--- config.mk ---
export PLATFORM = sky130hd
export DESIGN_NAME = seg_scan_decoder
export DESIGN_NICKNAME = d
export VERILOG_FILES = /design/src/rtl/seg_scan_decoder.sv
export SDC_FILE = /design/constraint.sdc
export NUM_CORES = 1
export LEC_CHECK = 0
export CORE_MARGIN = 8
export CORE_UTILIZATION = 45
export CTS_BUF_LIST = sky130_fd_sc_hd__clkbuf_8
export DETAILED_ROUTE_END_ITERATION = 16
export DONT_BUFFER_PORTS = 1
export PLACE_DENSITY = 0.57
export SLEW_MARGIN = 25
export SYNTH_ARGS = -nofsm -noshare
export SYNTH_HDL_FRONTEND = slang
export SYNTH_SLANG_ARGS = --single-unit
--- constraint.sdc ---
create_clock -name clk_100MHz_i -period 5.9 [get_ports clk_100MHz_i]
set_input_delay 1.18 -clock clk_100MHz_i [delete_from_list [all_inputs] [get_ports clk_100MHz_i]]
set_output_delay 1.18 -clock clk_100MHz_i [all_outputs]
set_load 0.02 [all_outputs]
--- src/rtl/seg_scan_decoder.sv ---
// Recovers 8 hex digits from sampled, multiplexed 7-segment anode/segment lines and presents each complete scan as one frame.
// Latency: valid_o rises one cycle after the capture that completes the 8-digit mask (plus SYNC_STAGES input sync and the stability run).
// Backpressure: frame is held on val_o/dp_o/err_o until ready_i; a frame that completes while the previous one is unaccepted is dropped and sets overrun_o.
module seg_scan_decoder #(
  parameter int STABLE_CYCLES = 16,
  parameter int SYNC_STAGES   = 2
) (
  input  logic        clk_100MHz_i,
  input  logic        rst_n,
  input  logic [7:0]  an_i,
  input  logic [7:0]  hex_i,
  input  logic        ready_i,
  output logic        valid_o,
  output logic [31:0] val_o,
  output logic [7:0]  dp_o,
  output logic [7:0]  err_o,
  output logic        overrun_o,
  input  logic        overrun_clr_i
);

  localparam logic [7:0] RUN_MAX = 8'(STABLE_CYCLES);
  localparam logic [7:0] RUN_M1  = 8'(STABLE_CYCLES - 1);

  typedef enum logic {COLLECT = 1'b0, PRESENT = 1'b1} state_t;

  state_t      state_q, state_nx;
  logic [7:0]  an_sync  [SYNC_STAGES];
  logic [7:0]  hex_sync [SYNC_STAGES];
  logic [15:0] s, p;
  logic [7:0]  run_cnt;
  logic        cap_ok;
  logic [7:0]  cap_sel;
  logic [4:0]  dec;
  logic [7:0]  mask_q, mask_cap;
  logic [31:0] nib_q, nib_nx;
  logic [7:0]  dp_q, dp_nx, err_q, err_nx;
  logic        frame_done, load_frame, drop_frame;

  // Active-low {G..A} pattern to {err, nibble}; unknown patterns decode to nibble 0 with err set.
  function automatic logic [4:0] seg_decode(input logic [6:0] seg);
    case (seg)
      7'h40:   seg_decode = 5'h00;
      7'h79:   seg_decode = 5'h01;
      7'h24:   seg_decode = 5'h02;
      7'h30:   seg_decode = 5'h03;
      7'h19:   seg_decode = 5'h04;
      7'h12:   seg_decode = 5'h05;
      7'h02:   seg_decode = 5'h06;
      7'h78:   seg_decode = 5'h07;
      7'h00:   seg_decode = 5'h08;
      7'h10:   seg_decode = 5'h09;
      7'h08:   seg_decode = 5'h0A;
      7'h03:   seg_decode = 5'h0B;
      7'h46:   seg_decode = 5'h0C;
      7'h21:   seg_decode = 5'h0D;
      7'h06:   seg_decode = 5'h0E;
      7'h0E:   seg_decode = 5'h0F;
      default: seg_decode = 5'h10;
    endcase
  endfunction

  // Synchronize the asynchronous display lines; reset value is the blank pattern.
  always_ff @(posedge clk_100MHz_i) begin
    if (!rst_n) begin
      for (int i = 0; i < SYNC_STAGES; i++) begin
        an_sync[i]  <= 8'hFF;
        hex_sync[i] <= 8'hFF;
      end
    end else begin
      an_sync[0]  <= an_i;
      hex_sync[0] <= hex_i;
      for (int i = 1; i < SYNC_STAGES; i++) begin
        an_sync[i]  <= an_sync[i-1];
        hex_sync[i] <= hex_sync[i-1];
      end
    end
  end

  assign s = {an_sync[SYNC_STAGES-1], hex_sync[SYNC_STAGES-1]};

  // Track how long the synchronized sample has been stable; saturates so the strobe fires once per run.
  always_ff @(posedge clk_100MHz_i) begin
    if (!rst_n) begin
      p       <= 16'hFFFF;
      run_cnt <= 8'd0;
    end else begin
      p <= s;
      if (s != p)                run_cnt <= 8'd1;
      else if (run_cnt != RUN_MAX) run_cnt <= run_cnt + 8'd1;
    end
  end

  // Qualify the capture (one-hot-low anode only) and form the digit store as it will be after this cycle.
  always_comb begin
    cap_sel  = ~s[15:8];
    cap_ok   = (s == p) && (run_cnt == RUN_M1) && ($countones(cap_sel) == 1);
    dec      = seg_decode(s[6:0]);
    nib_nx   = nib_q;
    dp_nx    = dp_q;
    err_nx   = err_q;
    mask_cap = mask_q;
    if (cap_ok) begin
      mask_cap = mask_q | cap_sel;
      for (int k = 0; k < 8; k++) begin
        if (cap_sel[k]) begin
          nib_nx[4*k +: 4] = dec[3:0];
          err_nx[k]        = dec[4];
          dp_nx[k]         = ~s[7];
        end
      end
    end
    frame_done = &mask_cap;
  end

  // FSM state register.
  always_ff @(posedge clk_100MHz_i) begin
    if (!rst_n) state_q <= COLLECT;
    else        state_q <= state_nx;
  end

  // FSM next state: leave PRESENT only on a handshake with no new frame completing.
  always_comb begin
    state_nx = state_q;
    case (state_q)
      COLLECT: if (frame_done)             state_nx = PRESENT;
      PRESENT: if (ready_i && !frame_done) state_nx = COLLECT;
      default:                             state_nx = COLLECT;
    endcase
  end

  // FSM outputs: frame valid, load of a completed frame, and drop on overrun.
  always_comb begin
    valid_o    = (state_q == PRESENT);
    load_frame = frame_done && ((state_q == COLLECT) || ready_i);
    drop_frame = frame_done && (state_q == PRESENT) && !ready_i;
  end

  // Digit store, capture mask, presented frame and sticky overrun flag.
  always_ff @(posedge clk_100MHz_i) begin
    if (!rst_n) begin
      mask_q    <= 8'h00;
      nib_q     <= 32'h0;
      dp_q      <= 8'h00;
      err_q     <= 8'h00;
      val_o     <= 32'h0;
      dp_o      <= 8'h00;
      err_o     <= 8'h00;
      overrun_o <= 1'b0;
    end else begin
      mask_q <= frame_done ? 8'h00 : mask_cap;
      nib_q  <= nib_nx;
      dp_q   <= dp_nx;
      err_q  <= err_nx;
      if (load_frame) begin
        val_o <= nib_nx;
        dp_o  <= dp_nx;
        err_o <= err_nx;
      end
      if (drop_frame)         overrun_o <= 1'b1;
      else if (overrun_clr_i) overrun_o <= 1'b0;
    end
  end

endmodule

==> impl_metrics.yaml, run 1 <==
drt:
  viasPerCell: 5.07
  drt_wl_total_microns: 13000
  wire_per_inst_microns: 16.1
  via_count: 4104
  ant_nets: 0
  dr.first_iter.drc_count: 210
  drtPass1Iterations: 6
  post-route-drc-count: 0
setup_path:
  crit_path_end: "val_o[29]"
  path_class: "register to register"
  critPathMaxStageDelay_ps: 780
  cp-start-kind: "register"
  r2r_start: "an_sync[0][11]"
  cpMostUsedCell: "fa_1"
  r2r_setup_slack_ps: 450
  cp_data_required_time_ps: 6220
  cp_slowest_cell: "or4b_1"
  startpoint: "an_sync[0][11]"
  cp_data_arrival_time_ps: 5770
  r2r_cells: 15
  cp_cell_sequence: "fa_1 > inv_1 > fa_1 > fa_1 > ha_1 > inv_1 > fa_1 > a211oi_2 > mux2i_2 > or4b_1 > nor3_1 > o22a_1 > nand4_4 > buf_12 > mux2_1"
  cp-end-kind: "register"
  cp_max_fo: 35
  r2r-end: "val_o[29]"
die:
  io_pins: 70
  num_rows: 43
  die-area_sq_mm: 0.0183
  initial_utilization_pct: 46.2
  core_sq_mm: 0.0139
  die_w_microns: 135
  fp.dieH_microns: 135
finish:
  diodes: 0
  stdcell_count: 810
  areaGrowthSynthToFinish_pct: 9.05
  drive_above_1_share_pct: 13.8
  nFillCells: 1279
  final_net_count: 649
clock_tree:
  cts_resized: 0
  hold_buffers: 0
  clk_latency_ps: 440
  path_clk_slew_ps: 70
  cts_root_buffer: "clkbuf_8"
  cts_tree: "done"
  cts_buffer_depth: 2
  postCtsSetupRepairBufs: 0
  cts_htree_levels: 4
  clock-sinks: 162
  cts_buffers: 17
worst_hold_path:
  hold_class: "register to register"
global_route:
  grt.busiest_layer: "met2"
  grt_pass1_vias: 4006
  grtUsageMet1_pct: 19.1
  grt_usage_pct: 14.7
  use_met2_pct: 22.3
  grt_first_pass_wirelength_microns: 21200
  grt_use_met3_pct: 4.45
  grt_overflow: 0
  grt_start_max_net_pins: 116
  antenna_found_initial: 0
power:
  p_leak_uw: 0.00279
  irDropWorstVdd_uv: 191
  seqPwrFrac_pct: 54.4
  switchingPower_uw: 424
  swShare_pct: 20.6
  pwr-share-clk_pct: 43.1
  power_density_mw_per_mm2: 294
  power.internal_uw: 1630
  power_frac_comb_pct: 2.5
synth:
  async_flop_share_pct: 0
  yosysWarnings: 0
  ys.flop_type: "dfxtp_1"
  avgSynthCellArea_sq_um: 10.3
  yosysSeqAreaShare_pct: 50.5
  synth_top_area_share_pct: 50.5
  yosys.area.top_type: "dfxtp_1"
  syn_inst: 625
  synth_fp_nets: 654
  syn_area_sq_mm: 0.00642
  ys_ff_latch: 162
  synth.area.top_cells: "dfxtp_1 51%, mux2_2 4.9%, nand2b_1 4.3%, and2_1 4.2%, mux2i_1 3.6%"
  synthDistinctLibCells: 53
  synth-edff-count: 0
timing:
  final_hold_viol_count: 0
  fin_setup_tns_ps: 0
  clock_skew_ps: 9.57
  setup_viol: 0
  slew_headroom_pct: 34.7
  finalMaxSlewViolations: 0
  fmax_mhz: 183
  fin_crit_ps: 5450
  finalCritPeriodShare_pct: 92.4
  tightest_slew_ps: 973
  timing.hold.ws_ps: 408
  rsz0062_at_grt: "false"
place:
  place_hpwl_microns: 8680
  placed_cells: 781
  place_congestion: 0.763
  port_buffers: 0
outcome:
  status: "complete, no violations"
flow_run:
  cap_violations: 0
==> cell type report <==
class	count	area, sq um	share of cell area [%]
Clock buffer	18	248	3.54
Tap cell	180	225	3.22
Clock inverter	11	188	2.68
Multi-Input combinational cell	399	2900	41.4
Timing Repair Buffer	11	87.6	1.25
Inverter	29	109	1.56
Sequential cell	162	3240	46.4
==> critical path, delay by kind of cell, from the launching register on <==
family                     cells  cell delay (ps)
adders and majority gates      5             1970
buffers and inverters          3              450
DFF                            1              470
muxes                          2              480
and+or+nand+nor                3             1400
AOI/OAI and AO/OA              2              560
==> power by group through the flow <==
stage               logic [uW]  clock network [uW]  registers (uW)
floorplan                 56.1                   0            1140
global placement          48.6                   0            1150
detailed placement        50.6                   0            1150
CTS                       51.2                 914            1120
global route              58.8                 963            1120
finish                    50.5                 887            1120
==> stage by stage <==
step | utilization (%) | instance area, sq um | setup WS, ps | total power (uW)
floorplan | - | 6420 | 1050 | 1190
global placement | 47.2 | 6550 | 633 | 1190
detailed placement | 47.3 | 6560 | 465 | 1200
CTS | 50.4 | 7000 | 442 | 2090
global route | 50.4 | 7000 | 141 | 2150
finish | 50.4 | 7000 | 450 | 2060
==> sequential cells by signal, summed over array words and instances (netlist names) <==
register / cells
nib_q: 32
mask_q: 8
valid_o: 1
hex_sync: 16
err_q: 8
err_o: 8
val_o: 32
overrun_o: 1
dp_o: 8
run_cnt: 8
p: 16
dp_q: 8
an_sync: 16
==> placed cells by master, fill, tap and decap left out, types with 3 or more instances in the layout <==
cell type   instances
nand4_1             6
mux2_1              8
o21ai_0             6
xor2_1             19
ha_1                5
nor3_2              4
dfxtp_1           162
nand2_1            28
buf_2               3
clkinvlp_4          3
xnor2_1             5
nor2b_1            13
nor4_1              4
a21oi_1            13
clkbuf_8           18
mux2_4              4
nand2b_1           44
nand3b_1            3
nor2_1             49
nand3_1             6
nor3_1             12
nor3b_1             7
buf_4               7
mux2_2             28
fa_1                4
mux2i_1            23
inv_1              28
and2_1             43
o21a_1             12
bufinv_16           5
a211oi_1           26
clkinv_2            3
==> worst min-delay path by stage <==
stage                     slack [ps]               to           start  cells past startpoint
after floorplan                  390   an_sync[0][10]   an_sync[0][2]                      1
after global placement           390   hex_sync[0][9]  hex_sync[0][1]                      1
after detailed placement         390  hex_sync[0][12]  hex_sync[0][4]                      1
after CTS                        410  hex_sync[0][12]  hex_sync[0][4]                      1
after global routing             420  hex_sync[0][13]  hex_sync[0][5]                      1
final                            410  hex_sync[0][12]  hex_sync[0][4]                      1
==> cells in the mapped netlist, types with 2 or more instances <==
library cell,number
dfxtp_1,162
nor2_1,49
nand2b_1,44
and2_1,43
inv_1,28
mux2_2,28
nand2_1,28
a211oi_1,26
mux2i_1,23
clkbuf_1,22
xor2_1,19
a21oi_1,13
nor2b_1,13
nor3_1,12
o21a_1,12
buf_2,8
mux2_1,8
nor3b_1,7
nand3_1,6
nand4_1,6
o21ai_0,6
ha_1,5
xnor2_1,5
fa_1,4
mux2_4,4
nor3_2,4
nor4_1,4
buf_6,3
nand3b_1,3
a32oi_1,2
and4_1,2
nor3_4,2
o31ai_1,2
or3_1,2
or3b_2,2
==> layer usage <==
layer	up-vias	share of wire (%)
li1	2074	-
met2	73	46
met3	17	5.8
met5	-	0
met4	0	1.6
met1	1940	47
==> logic make-up after synthesis <==
family | synth area share, %
simple gates | 20.9
flops | 50.5
compound gates | 7.68
buf+inv | 4.31
mux | 11.1
xor+xnor | 3.28
fa+ha+maj | 2.22
No activity file was read; power rests on OpenSTA's default activity.
==> inputs of run 2 (changes only) <==
- CELL_PAD_IN_SITES_DETAIL_PLACEMENT: unset -> 2
- CELL_PAD_IN_SITES_GLOBAL_PLACEMENT: unset -> 2
- CORE_UTILIZATION: 45 -> 40
- CTS_BUF_LIST: sky130_fd_sc_hd__clkbuf_8 -> sky130_fd_sc_hd__clkbuf_16
- PLACE_DENSITY: 0.57 -> 0.74
==> run 2 against run 1 <==
Net effect: maximum frequency decreased by 0.85%; sequential cell count unchanged; core utilization decreased by 4.8 points; critical path depth unchanged; register-to-register slack got worse by 50 ps; worst setup slack got worse by 47 ps; cell area increased by 2.8%; power increased by 10%; clock power increased by 24%; first-iteration DRC count decreased by 27%; critical path type unchanged; highest routed layer unchanged.
==> impl_metrics.yaml, run 2 (synthesized netlist as in run 1, its figures left out) <==
outcome:
  status: "complete, no violations"
die:
  die_w_microns: 143
  num_rows: 46
  core_sq_mm: 0.0158
  io_pins: 70
  fp.dieH_microns: 143
  die-area_sq_mm: 0.0203
  initial_utilization_pct: 40.7
clock_tree:
  cts_buffers: 17
  cts_htree_levels: 4
  path_clk_slew_ps: 60
  clock-sinks: 162
  clk_latency_ps: 430
  cts_buffer_depth: 2
  cts_tree: "done"
  cts_root_buffer: "clkbuf_16"
  hold_buffers: 0
place:
  place_congestion: 0.767
  placed_cells: 816
  dp_slack_ps: 378
  port_buffers: 0
  place_hpwl_microns: 10800
setup_path:
  cp_data_required_time_ps: 6210
  cp-end-kind: "register"
  cp_max_fo: 35
  path_class: "register to register"
  cp_data_arrival_time_ps: 5810
  cp-start-kind: "register"
global_route:
  antenna_found_initial: 0
  grt_overflow: 0
  grt_pass1_vias: 4885
  grt_usage_pct: 16.9
  grt_first_pass_wirelength_microns: 26400
  grt_start_max_net_pins: 116
timing:
  tightest_slew_ps: 929
  fin_crit_ps: 5500
  setup_viol: 0
  rsz0062_at_grt: "false"
  slew_headroom_pct: 38.1
  finalCritPeriodShare_pct: 93.2
  final_hold_viol_count: 0
  fmax_mhz: 182
  fin_ws_ps: 403
  clock_skew_ps: 8.83
  finalMaxSlewViolations: 0
  fin_setup_tns_ps: 0
finish:
  diodes: 0
  nFillCells: 1684
  reg_top3: "nib_q (32), val_o (32)"
  multi_input_area_sq_mm: 0.00290
  seqCellArea_sq_mm: 0.00324
  stdcell_count: 848
  final_net_count: 648
  final_common_cell: "dfxtp_1"
  areaGrowthSynthToFinish_pct: 12.1
  layout_common_cells: "162 x dfxtp_1, 49 x nor2_1, 44 x nand2b_1"
  drive_above_1_share_pct: 14.2
drt:
  ant_nets: 0
  wire_per_inst_microns: 19.6
  via_count: 4345
  drt_wl_total_microns: 16600
  post-route-drc-count: 0
  viasPerCell: 5.12
  dr.first_iter.drc_count: 154
  drtPass1Iterations: 4
worst_hold_path:
  hold_class: "register to register"
power:
  p_leak_uw: 0.00287
  irDropWorstVdd_uv: 212
  power_density_mw_per_mm2: 316
flow_run:
  cap_violations: 0
-- run 2: cell count changes in the layout (fill, tap and decap cells not counted), sizes merged --
cell / before / now
clkbuf: 18 / 17
clkinv: 4 / 9
clkinvlp: 3 / 1
inv: 28 / 32
bufinv: 5 / 2
buf: 11 / 10
-- run 2: final cells by class --
class / count / area share [%]
sequential: 162 / 45.1
clock inverter: 15 / 2.21
clock buffer: 17 / 5.92
tap: 216 / 3.76
timing repair buffer: 10 / 1.18
multi-input combinational: 399 / 40.3
inverter: 29 / 1.51
-- run 2: path summary, 6_finish.rpt --
check / startpoint / depth (start not counted) / slack (ps) / endpoint
worst max register to register: an_sync[0][11] / 15 / 400 / val_o[29]
worst max-delay path: an_sync[0][11] / 15 / 400 / val_o[29]
worst min register to register: hex_sync[0][0] / 1 / 410 / hex_sync[0][8]
worst min-delay path: hex_sync[0][0] / 1 / 410 / hex_sync[0][8]
-- run 2: where the power goes --
part           switching [uW]  leakage (uW)  total, uW  internal, uW
registers                16.1       0.00131       1120          1110
logic                    31.1       0.00127       53.9          22.9
clock network             469      0.000287       1100           627
-- run 2: what timing repair did --
| item | CTS | global route |
|---|---|---|
| gates resized for setup | 0 | 1 |
| setup buffers | 0 | 0 |
| endpoints found under the setup margin | 0 | 3 |
-- run 2: worst max-delay path, cell delays in order, from the launching register on --
cell and delay [ps]:
dfxtp_1 480, fa_1 470, inv_1 90, fa_1 420, fa_1 490, ha_1 200, inv_1 70, fa_1 450
a211oi_2 300, mux2i_2 180, or4b_4 660, nor3_4 380, o22a_4 240, nand4_4 280, buf_12 300, mux2_1 350
-- run 2: per-stage QoR --
step	instance area (sq um)	total power, uW	util [%]	hold WS [ps]
after CTS	7190	2300	45.6	413
final	7190	2270	45.6	409
after global placement	6600	1200	41.8	390
after global routing	7190	2340	45.6	430
after floorplan	6420	1190	-	386
after detailed placement	6600	1200	41.9	397
-- run 2: metal layers --
metal	vias to the layer above	part of all wire [%]	routed length, microns	track usage (%)
met5	-	0	0	0
met4	0	1.1	184	5.54
met3	17	5.3	876	5.48
met2	71	51	8440	29.6
met1	2176	43	7090	18.9
li1	2081	-	-	-
==> inputs of run 3 (changes only) <==
- CORE_MARGIN: 8 -> unset
==> run 3 against run 2 <==
Net effect: die area down 19%; cell count is 0.59% lower; non-clock buffer count did not move; clock-buffer cell count unchanged; clock power is 5% higher; critical path depth did not move; core utilization increased by 1.2 points; largest cell class unchanged.
==> impl_metrics.yaml, run 3 (synthesized netlist as in run 1, its figures left out) <==
outcome:
  status: "complete, no violations"
die:
  die-area_sq_mm: 0.0166
  num_rows: 45
  initial_utilization_pct: 41.6
  core_sq_mm: 0.0154
  die_w_microns: 129
  fp.dieH_microns: 129
  io_pins: 70
drt:
  wire_per_inst_microns: 19.3
  drtPass1Iterations: 4
  post-route-drc-count: 0
  ant_nets: 0
  via_count: 4347
  viasPerCell: 5.16
  drt_wl_total_microns: 16300
  dr.first_iter.drc_count: 162
finish:
  diodes: 0
  finalInstanceArea_sq_mm: 0.00721
  drive_above_1_share_pct: 13.9
  reg_top3: "nib_q (32), val_o (32)"
  layout_common_cells: "162 x dfxtp_1, 49 x nor2_1, 44 x nand2b_1"
  final_common_cell: "dfxtp_1"
  areaGrowthSynthToFinish_pct: 12.4
  final_net_count: 648
place:
  place_congestion: 0.790
  place_area_sq_mm: 0.00660
  port_buffers: 0
  place_hpwl_microns: 10400
setup_path:
  crit_path_end: "err_o[7]"
  r2r_cells: 15
  r2r_setup_slack_ps: 390
  path_class: "register to register"
  r2r-end: "err_o[7]"
  r2r_start: "an_sync[0][8]"
  cp-start-kind: "register"
  startpoint: "an_sync[0][8]"
  cp_data_arrival_time_ps: 5820
  cp_data_required_time_ps: 6210
  cp-end-kind: "register"
  cp_max_fo: 37
timing:
  tightest_slew_ps: 759
  finalCritPeriodShare_pct: 93.4
  clock_skew_ps: 7.95
  fin_setup_tns_ps: 0
  finalMaxSlewViolations: 0
  slew_headroom_pct: 49.4
  fmax_mhz: 182
  fin_crit_ps: 5510
  rsz0062_at_grt: "false"
  setup_viol: 0
  final_hold_viol_count: 0
flow_run:
  cap_violations: 0
global_route:
  use_met2_pct: 38.2
  grtUsageMet1_pct: 24.1
  grt_pass1_vias: 4913
  grt.busiest_layer: "met2"
  grt_usage_pct: 21.4
  grt_overflow: 0
  antenna_found_initial: 0
  grt_first_pass_wirelength_microns: 26500
  grt_use_met3_pct: 6.32
  grt_start_max_net_pins: 116
power:
  power_density_mw_per_mm2: 324
  power.internal_uw: 1840
  switchingPower_uw: 502
  p_leak_uw: 0.00288
  total_power_uw: 2340
  pwr-share-clk_pct: 49.6
  power_frac_comb_pct: 2.3
  irDropWorstVdd_uv: 201
  swShare_pct: 21.5
  seqPwrFrac_pct: 48.1
clock_tree:
  cts_resized: 0
  cts_buffers: 17
  cts_buffer_depth: 2
  clk_latency_ps: 430
  cts_htree_levels: 4
  clock-sinks: 162
  path_clk_slew_ps: 60
  cts_root_buffer: "clkbuf_16"
  postCtsSetupRepairBufs: 0
  hold_buffers: 0
  cts_tree: "done"
worst_hold_path:
  hold_class: "register to register"
run 3: cell count changes in the layout (fill, tap and decap cells not counted):
cell,delta
clkinv_2,+1
bufinv_16,+2
inv_8,-1
inv_1,+1
or4b_4,-1
clkinv_4,-2
or4b_1,+1
inv_6,-1
run 3: final cells by class:
class	count	area (sq um)
multi-input combinational	399	2900
clock inverter	15	190
clock buffer	17	425
sequential	162	3240
inverter	29	109
fill	1637	8210
tap	211	264
timing repair buffer	10	85.1
run 3: worst min-delay path by stage:
| stage | slack [ps] | startpoint | cells after the start | endpoint |
|---|---|---|---|---|
| 2_1_floorplan | 390 | an_sync[0][2] | 1 | an_sync[0][10] |
| 3_3_place_gp | 390 | hex_sync[0][3] | 1 | hex_sync[0][11] |
| 3_5_place_dp | 400 | hex_sync[0][2] | 1 | hex_sync[0][10] |
| 4_1_cts | 410 | hex_sync[0][2] | 1 | hex_sync[0][10] |
| 5_1_grt | 430 | hex_sync[0][7] | 1 | hex_sync[0][15] |
| 6_report | 410 | hex_sync[0][2] | 1 | hex_sync[0][10] |
run 3: worst max-delay path, cell delays in order, from the launching register on:
cell and delay (ps):
dfxtp_1 380, fa_1 560, inv_1 50, fa_1 450
fa_1 530, ha_1 200, inv_1 60, fa_1 410
a211oi_2 240, mux2i_2 140, or4b_1 770, nor3_1 330
o22a_1 330, nand4_4 290, buf_12 290, mux2_4 330
run 3: per-stage QoR:
| stage | util (%) | hold WS (ps) | setup WS (ps) | cells |
|---|---|---|---|---|
| after floorplan | - | 386 | 1050 | 625 |
| after global placement | 42.7 | 390 | 665 | 809 |
| after detailed placement | 42.8 | 396 | 398 | 811 |
| after CTS | 46.8 | 413 | 340 | 843 |
| after global routing | 46.8 | 428 | 124 | 843 |
| final | 46.8 | 410 | 391 | 843 |
run 3: power groups by stage:
stage / logic (uW) / clock network [uW] / registers, uW
5_1_grt: 60.3 / 1230 / 1130
6_report: 54.3 / 1160 / 1120
2_1_floorplan: 56.1 / 0 / 1140
3_3_place_gp: 49.3 / 0 / 1150
3_5_place_dp: 54.0 / 0 / 1150
4_1_cts: 55.5 / 1190 / 1120
run 3: routing by layer:
| layer | part of all wire, % | vias to the layer above |
|---|---|---|
| met1 | 42 | 2178 |
| met3 | 4.6 | 20 |
| li1 | - | 2087 |
| met4 | 1.4 | 0 |
| met2 | 52 | 62 |
| met5 | 0 | - |
